===== config.mk =====
export PLATFORM = sky130hd
export DESIGN_NAME = ifetch_unit
export DESIGN_NICKNAME = d
export VERILOG_FILES = /design/src/rtl/ifetch_unit.sv
export SDC_FILE = /design/constraint.sdc
export NUM_CORES = 1
export LEC_CHECK = 0
export BUFFER_PORTS_ARGS = -buffer_cell sky130_fd_sc_hd__buf_2
export CELL_PAD_IN_SITES_DETAIL_PLACEMENT = 0
export CELL_PAD_IN_SITES_GLOBAL_PLACEMENT = 1
export CORE_ASPECT_RATIO = 2
export CORE_MARGIN = 1.5
export CORE_UTILIZATION = 39
export CTS_BUF_LIST = sky130_fd_sc_hd__clkbuf_4 sky130_fd_sc_hd__clkbuf_8 sky130_fd_sc_hd__clkbuf_16
export CTS_CLUSTER_DIAMETER = 60
export DETAILED_ROUTE_END_ITERATION = 8
export HOLD_SLACK_MARGIN = 0.12
export PLACE_DENSITY_LB_ADDON = 0.1
export SYNTH_ARGS = -nofsm -noshare
export SYNTH_HDL_FRONTEND = slang
export SYNTH_SLANG_ARGS = --single-unit

===== constraint.sdc =====
create_clock -name clk -period 6.8 [get_ports clk]
set_input_delay 0 -clock clk [delete_from_list [all_inputs] [get_ports clk]]
set_output_delay 0 -clock clk [all_outputs]
set_load 0.005 [all_outputs]

===== src/rtl/ifetch_unit.sv =====
// Instruction fetch: issues current_pc to imem, steers the PC register, buffers in-order responses for decode.
// Latency: request combinational from current_pc; response visible to decode one cycle after it returns.
// Backpressure: requests gated by credit (outstanding + buffered < BUF_DEPTH); decode stalls hold the buffer.

// Small synchronous FIFO with flush; head read straight from storage, so outputs are registered.
module ifetch_fifo #(
  parameter int unsigned W     = 32,
  parameter int unsigned DEPTH = 2
) (
  input  logic                       clk,
  input  logic                       rst_n,
  input  logic                       clr_i,
  input  logic                       push_i,
  input  logic [W-1:0]               push_dat_i,
  input  logic                       pop_i,
  output logic [W-1:0]               head_o,
  output logic [$clog2(DEPTH+1)-1:0] count_o
);
  localparam int unsigned AW = (DEPTH > 1) ? $clog2(DEPTH) : 1;
  localparam int unsigned CW = $clog2(DEPTH + 1);

  logic [W-1:0]  mem_q [DEPTH];
  logic [AW-1:0] wr_ptr_q, wr_ptr_d;
  logic [AW-1:0] rd_ptr_q, rd_ptr_d;
  logic [CW-1:0] cnt_q, cnt_d;
  logic          do_push, do_pop;

  assign do_pop  = pop_i && (cnt_q != '0);
  assign do_push = push_i && ((cnt_q != CW'(DEPTH)) || do_pop);
  assign head_o  = mem_q[rd_ptr_q];
  assign count_o = cnt_q;

  // Next pointers and occupancy; a flush empties the queue regardless of push/pop.
  always_comb begin
    wr_ptr_d = wr_ptr_q;
    rd_ptr_d = rd_ptr_q;
    cnt_d    = cnt_q;
    if (clr_i) begin
      wr_ptr_d = '0;
      rd_ptr_d = '0;
      cnt_d    = '0;
    end else begin
      if (do_push) wr_ptr_d = wr_ptr_q + 1'b1;
      if (do_pop)  rd_ptr_d = rd_ptr_q + 1'b1;
      if (do_push && !do_pop)      cnt_d = cnt_q + 1'b1;
      else if (!do_push && do_pop) cnt_d = cnt_q - 1'b1;
    end
  end

  // Pointer/count registers and storage write.
  always_ff @(posedge clk or negedge rst_n) begin
    if (!rst_n) begin
      wr_ptr_q <= '0;
      rd_ptr_q <= '0;
      cnt_q    <= '0;
      for (int i = 0; i < int'(DEPTH); i++) mem_q[i] <= '0;
    end else begin
      wr_ptr_q <= wr_ptr_d;
      rd_ptr_q <= rd_ptr_d;
      cnt_q    <= cnt_d;
      if (do_push && !clr_i) mem_q[wr_ptr_q] <= push_dat_i;
    end
  end
endmodule

module ifetch_unit #(
  parameter int unsigned BUF_DEPTH = 2,
  parameter int unsigned PC_STEP   = 4
) (
  input  logic        clk,
  input  logic        rst_n,
  input  logic [31:0] current_pc,
  output logic [31:0] next_pc,
  output logic        pc_stall,
  output logic        imem_req_valid,
  input  logic        imem_req_ready,
  output logic [31:0] imem_req_addr,
  input  logic        imem_rsp_valid,
  input  logic [31:0] imem_rsp_data,
  input  logic        redirect_valid,
  input  logic [31:0] redirect_pc,
  output logic        id_valid,
  input  logic        id_ready,
  output logic [31:0] id_instr,
  output logic [31:0] id_pc
);
  localparam int unsigned CW = $clog2(BUF_DEPTH + 1);

  logic [CW-1:0] outst_q, outst_d;
  logic [CW-1:0] kill_q, kill_d;
  logic [CW-1:0] instr_cnt, pend_cnt;
  logic [CW:0]   inflight;
  logic          credit, req_vld, fire;
  logic          rsp_acc, rsp_keep;
  logic [31:0]   pend_head;
  logic [63:0]   instr_head;

  // Credit uses registered counts only, so a decode pop this cycle frees space next cycle.
  assign inflight       = {1'b0, outst_q} + {1'b0, instr_cnt};
  assign credit         = inflight < (CW+1)'(BUF_DEPTH);
  assign req_vld        = rst_n && credit && !redirect_valid;
  assign fire           = req_vld && imem_req_ready;
  assign imem_req_valid = req_vld;
  assign imem_req_addr  = {current_pc[31:2], 2'b00};

  // Both trackers agree in normal operation; requiring both keeps a stray response from corrupting either.
  assign rsp_acc  = imem_rsp_valid && (outst_q != '0) && (pend_cnt != '0);
  assign rsp_keep = rsp_acc && !redirect_valid && (kill_q == '0);

  assign id_valid = (instr_cnt != '0);
  assign id_instr = instr_head[63:32];
  assign id_pc    = instr_head[31:0];

  // PC register steering: redirect beats sequential advance; no accepted request means hold.
  always_comb begin
    next_pc  = current_pc + 32'(PC_STEP);
    pc_stall = 1'b0;
    if (rst_n) begin
      if (redirect_valid) begin
        next_pc = redirect_pc;
      end else if (!fire) begin
        next_pc  = current_pc;
        pc_stall = 1'b1;
      end
    end
  end

  // Outstanding tracks accepted minus returned; kill covers whatever is still in flight after a redirect.
  always_comb begin
    outst_d = outst_q;
    if (fire && !rsp_acc)      outst_d = outst_q + 1'b1;
    else if (!fire && rsp_acc) outst_d = outst_q - 1'b1;
    kill_d = kill_q;
    if (redirect_valid)                  kill_d = rsp_acc ? (outst_q - 1'b1) : outst_q;
    else if (rsp_acc && kill_q != '0)    kill_d = kill_q - 1'b1;
  end

  // Counter registers.
  always_ff @(posedge clk or negedge rst_n) begin
    if (!rst_n) begin
      outst_q <= '0;
      kill_q  <= '0;
    end else begin
      outst_q <= outst_d;
      kill_q  <= kill_d;
    end
  end

  ifetch_fifo #(.W(32), .DEPTH(BUF_DEPTH)) u_pend_fifo (
    .clk        (clk),
    .rst_n      (rst_n),
    .clr_i      (1'b0),
    .push_i     (fire),
    .push_dat_i (current_pc),
    .pop_i      (rsp_acc),
    .head_o     (pend_head),
    .count_o    (pend_cnt)
  );

  ifetch_fifo #(.W(64), .DEPTH(BUF_DEPTH)) u_instr_fifo (
    .clk        (clk),
    .rst_n      (rst_n),
    .clr_i      (redirect_valid),
    .push_i     (rsp_keep),
    .push_dat_i ({imem_rsp_data, pend_head}),
    .pop_i      (id_valid && id_ready),
    .head_o     (instr_head),
    .count_o    (instr_cnt)
  );

  // A response with nothing outstanding is a memory protocol violation.
  a_rsp_needs_outstanding: assert property (@(posedge clk) disable iff (!rst_n)
    imem_rsp_valid |-> (outst_q != '0));
endmodule


# --- Yosys cells after proc, flatten, opt, wreduce, memory -nomap -nowiden ---
# Index checks and enable logic that the tools add are counted.
# W data, S select, Z words.
totals:
  mem_bits_rw: 0
  output_inout_bits: 131
  inputBits: 102
  regBits: 204
  word_cells: 112
  mem_bits_ro: 0
  latch_bits: 0
  n_memories: 0
op_classes:
  n_lt_le_gt_ge: 7
  n_bitwise: 4
  n_reduce_logical: 42
  mul: 0
  n_shift: 0
  n_addsub: 13
  n_eq_ne: 2
  n_div: 0
  muxes: 32
op_table:
  columns: ["cell", "count"]
  rows:
  - ["$mux W64", 4]
  - ["$mux W32", 7]
  - ["$bwmux W128", 1]
  - ["$bwmux W64", 1]
  - ["$demux W64 S1", 1]
  - ["$add A32 B3 Y32 const B", 1]
  - ["$demux W32 S1", 1]
  - ["$logic_and A1 B1 Y1", 22]
  - ["$mux W2", 10]
  - ["$reduce_bool A2 Y1", 9]
  - ["$ge A2 B2 Y1 const B", 4]
  - ["$not A1 Y2", 4]
  - ["$sub A2 B1 Y2 const B", 4]
  - ["$logic_not A1 Y1", 7]
  - ["$mux W1", 7]
  - ["$add A2 B1 Y2 const B", 3]
  - ["$add A1 B1 Y1 const B", 4]
  - ["$lt A2 B1 Y1 const B", 2]
  - ["$ne A2 B2 Y1 const B", 2]
  - ["$add A2 B2 Y3", 1]
  - ["$lt A3 B2 Y1 const B", 1]
  - ["$reduce_bool A3 Y1", 1]
  - ["$logic_not A2 Y1", 1]
  - ["$logic_or A1 B1 Y1", 2]

# --- Longest topological paths before layout ---
logic_depth:
  word_depth: 11
  depth_mapped: 9
  depth_no_buf: 9

# --- By module ---
# From an unflattened synthesis, not the netlist that was laid out.
hier_totals:
  hier_cells: 849
  area_unflattened_um2: 10918.0
by_module_without_submodules:
  columns: ["module", "seq_area_each_um2", "area_per_inst_um2", "instances", "cells_per_inst"]
  rows:
  - ["ifetch_fifo (u_instr_fifo)", 3303.2, 5913.2, 1, 365]
  - ["ifetch_fifo (u_pend_fifo)", 1701.6, 3125.5, 1, 196]
  - ["ifetch_unit", 100.1, 1879.3, 1, 288]

# --- Worst setup path before layout ---
# No wires, ideal clock.
synth_path:
  path_type: "reg-to-reg"
  start: "register outst_q[0]"
  end: "register u_pend_fifo.mem_q[33] in the netlist's numbering"
  setup_slack_ns: 4.328
  path_stages_with_launch: 10
  setup_ns: 0.125
  synth_period_minus_slack_ns: 2.472
  path_buffers: 2
  t_required_ns: 6.675
  arrival_ns: 2.347
  path_cell_list: "dfrtp_1 and2_1 fa_1 nor4b_4 and2_4 o31a_4 nand2b_1 buf_6 buf_6 mux2_4"
synth_via:
  elab_chain_cells: 6
  elab_cells_between_ends: 11
  classes_between: "add/sub: 1; order compare: 1; reduce/logical: 9"
synth_rtl:
  columns: ["element", "line", "rtl"]
  rows:
  - ["start, declared", "89", "logic [CW-1:0] outst_q, outst_d;"]
  - ["start signal, assigned", "144", "outst_q <= outst_d;"]
  - ["$add A2 B2 Y3", "99", "assign inflight = {1'b0, outst_q} + {1'b0, instr_cnt};"]
  - ["$lt A3 B2 Y1", "100", "assign credit = inflight < (CW+1)'(BUF_DEPTH);"]
  - ["$logic_and A1 B1 Y1 (2 in series)", "101", "assign req_vld = rst_n && credit && !redirect_valid;"]
  - ["net imem_req_valid", "75", "output logic imem_req_valid,"]
  - ["$logic_and A1 B1 Y1", "102", "assign fire = req_vld && imem_req_ready;"]
  - ["$logic_and A1 B1 Y1", "29", "assign do_push = push_i && ((cnt_q != CW'(DEPTH)) || do_pop);"]
  - ["end signal, assigned by index", "61", "if (do_push && !clr_i) mem_q[wr_ptr_q] <= push_dat_i;"]
  - ["end, declared", "22", "logic [W-1:0] mem_q [DEPTH];"]
# The timed path passes the listed nets, and every way through them passes these cells.
# A chain may end at the register's enable or synchronous reset.

# --- Final worst setup path ---
layout_path:
  start: "input rst_n"
  end: "output next_pc[7]"
layout_via:
  elab_chain_cells: 6
layout_rtl:
  columns: ["element", "line", "rtl"]
  rows:
  - ["start, declared", "71", "input logic rst_n,"]
  - ["$logic_and A1 B1 Y1 (2 in series)", "101", null]
  - ["$logic_and A1 B1 Y1", "102", null]
  - ["$mux W32", "121", "end else if (!fire) begin"]
  - ["$mux W32", "119", "if (redirect_valid) begin"]
  - ["$mux W32 *", "118", "if (rst_n) begin"]
  - ["end, declared", "73", "output logic [31:0] next_pc,"]
# Every way passes the cells marked *; elsewhere a longest branch is shown, timed or not.

==> flow_summary.yaml <==
yosys:
  yosys_warnings: 0
  synthAdderAreaFrac: 0.00782
  yosys.area_share.simple: 0.0655
  synthArstFlopShare: 1.00
  synth_area_um2: 10600
  ys_seq_elements: 204
  synthTopCellsByArea: "dfrtp_1, mux2_2, mux2_4, buf_4, nand2_1"
  synthMuxAreaShare: 0.319
  synth_top_family_by_area: "multiplexers"
  synth_top_area_cell: "dfrtp_1"
  netlist_top_cells_count: "mux2_2, dfrtp_1, nand2_1"
  yosysTopAreaCellShare: 0.483
  synth_xor_area_frac: 0.00829
  synth_area_per_cell_um2: 12.8
  synthCells: 828
  synth_ff_type: "dfrtp_1"
  synth_cell_types: 55
  synth_compound_area_frac: 0.0586
  post-synth-top-count-cell: "mux2_2"
  synth_edf_count: 0
  yosysSeqAreaShare: 0.483
cts:
  clkTransAtPathRegs_ns: 0.06
  clockBufferDepth: 3
  post_cts_buffers: 0
  worstSkewPairLatency_ns: 0.51
  cts_root_buf: "clkbuf_16"
  htreeDepth: 1
  cts_buffers: 21
  cts_num_sinks: 204
  post_cts_resized: 0
  cts_tree: "built"
  ctsHoldBuffers: 71
sta:
  tns_ns: 0
  post-route-min-period_ns: 3.66
  worstMarginPinSlew_ns: 0.953
  final_hold_viol_count: 0
  fmax_ghz: 0.273
  fin_skew_ns: 0.0143
  rsz0062_at_grt: "no"
  fin_ws_ns: 3.14
  drv_slew: 0
  fin_hold_ws_ns: 0.0965
  period_share: 0.538
  setup_viol: 0
  relSlewSlack: 0.365
global_route:
  grt-busiest-layer: "met2"
  grt_pass1_wl_um: 43500
  grt-ovfl-total: 0
  grt_use_total: 0.197
  grt_pass1_vias: 7822
  grt_use_met3: 0.0291
  use_met2: 0.365
  grtUsageMet1: 0.232
  grt_max_degree: 88
  antenna_found_initial: 0
routing:
  drc_errors: 0
  routedWlPerCell_um: 19.1
  drt_iter0_markers: 266
  drt_pre_antenna_iters: 4
  routed_via_density: 5.13
  drt_wl_total_um: 27600
  ant_nets: 0
  via_count: 7403
critical_path:
  crit_type: "input port to primary output"
  cp.arrival_ns: 3.66
  end_kind: "primary output"
  cp.required_ns: 6.80
  crit_fanout: 87
  cp-start-kind: "input port"
cells_and_area:
  diodes: 0
  finalNetCount: 1190
  regArea_um2: 5110
  area_growth_pct: 24.7
  layout-drive-gt1-share: 0.523
  fin_area_um2: 13200
  fillers: 2514
  multiInputGateArea_um2: 4880
floorplan:
  die_w_um: 119
  start_util: 0.394
  core-area_um2: 26800
  die-height_um: 236
  num_rows: 85
  num_io_pins: 233
  dieArea_um2: 28100
place:
  place_area_um2: 11700
  dpl.hpwl_um: 18200
  dp_slack_ns: 3.60
  portBuffers: 230
  gp_congestion: 0.768
power_and_ir_drop:
  power.density_nw_per_um2: 374
  p_leak_nw: 6.34
  irDropWorstVdd_mv: 0.250
run_status:
  status: "finished, final reports clean"
job:
  max-cap-violations: 0
min_path:
  hold_class: "input port to asynchronous set/reset pin"
[kinds of logic after synthesis]
| group | Yosys count |
|---|---|
| XOR/XNOR | 10 |
| other | 1 |
| buffers and inverters | 97 |
| adder cells (fa/ha/maj) | 6 |
| multiplexers | 289 |
| AND/OR/NAND/NOR | 130 |
| AO/OA/AOI/OAI | 91 |
| flip-flops | 204 |
[placed cells by master (no fill, tap or decap), types with 5 or more instances in the layout]
cell / Yosys / routed
a21oi_1: 17 / 17
clkbuf_16: 0 / 21
o211ai_1: 11 / 11
ha_1: 5 / 5
xnor2_1: 6 / 6
nor2_1: 20 / 19
buf_4: 40 / 12
a221o_1: 8 / 8
dlygate4sd3_1: 0 / 71
nor3_1: 7 / 7
mux2_2: 248 / 248
nand4_1: 12 / 12
a31oi_1: 6 / 6
mux2_1: 10 / 10
buf_2: 9 / 229
mux2_4: 30 / 30
nand2_1: 43 / 43
dfrtp_1: 204 / 202
inv_1: 13 / 13
o21ai_0: 31 / 31
nor4_1: 5 / 5
nand3_1: 19 / 19
[worst max-delay path, cell delays in order]
cell and delay (ns):
dlygate4sd3_1 0.54, clkbuf_8 0.56, buf_4 0.67, nand2b_1 0.11, a21o_1 0.31, inv_2 0.41, nor2_2 0.19, buf_4 0.28
a221o_1 0.37, buf_2 0.13
[state kept, by name, indices dropped and copies added, names as in the netlist]
register               flops
u_instr_fifo.mem_q       128
u_pend_fifo.mem_q         64
kill_q                     2
outst_q                    2
u_instr_fifo.count_o       2
u_pend_fifo.count_o        2
u_instr_fifo.rd_ptr_q      1
u_instr_fifo.wr_ptr_q      1
u_pend_fifo.rd_ptr_q       1
u_pend_fifo.wr_ptr_q       1
[final cells by class]
class	instances	area share
clock buffers	28	0.0453
clock inverters	8	0.0108
inverters	14	0.00399
multi-input cells	528	0.370
flip-flops and latches	204	0.388
well taps	348	0.0330
repair buffers	313	0.149
[power breakdown]
| group | total, mW | internal (mW) | switching (mW) |
|---|---|---|---|
| sequential | 2.03 | 1.72 | 0.310 |
| clock | 1.25 | 0.767 | 0.484 |
| combinational | 1.64 | 1.01 | 0.628 |
[per-layer routing]
metal / vias up / routed length, µm
met5: - / 0
met4: 0 / 634
met3: 36 / 1380
met2: 216 / 14400
met1: 3687 / 11100
li1: 3464 / -
[path summary, 6_finish.rpt]
| kind | from | end | slack (ns) | cells past startpoint |
|---|---|---|---|---|
| worst max-delay path | rst_n | next_pc[7] | 3.14 | 10 |
| worst min-delay path | rst_n | u_instr_fifo.mem_q[90] | 0.1 | 2 |
| worst max register to register | outst_q[0] | u_pend_fifo.mem_q[51] | 3.78 | 8 |
| worst min register to register | u_instr_fifo.mem_q[111] | u_instr_fifo.mem_q[111] | 0.48 | 1 |
| max in group asynchronous | rst_n | u_instr_fifo.mem_q[58] | 4.50 | 4 |
| min in group clk | redirect_pc[0] | next_pc[0] | 0.26 | 4 |
[through the flow]
step	power, mW	utilization	instances
floorplan	3.13	-	829
global placement	3.66	0.437	1336
detailed placement	3.69	0.437	1336
CTS	5.01	0.492	1443
global route	5.24	0.492	1443
finish	4.92	0.492	1443
(Power assumes the default switching activity.)
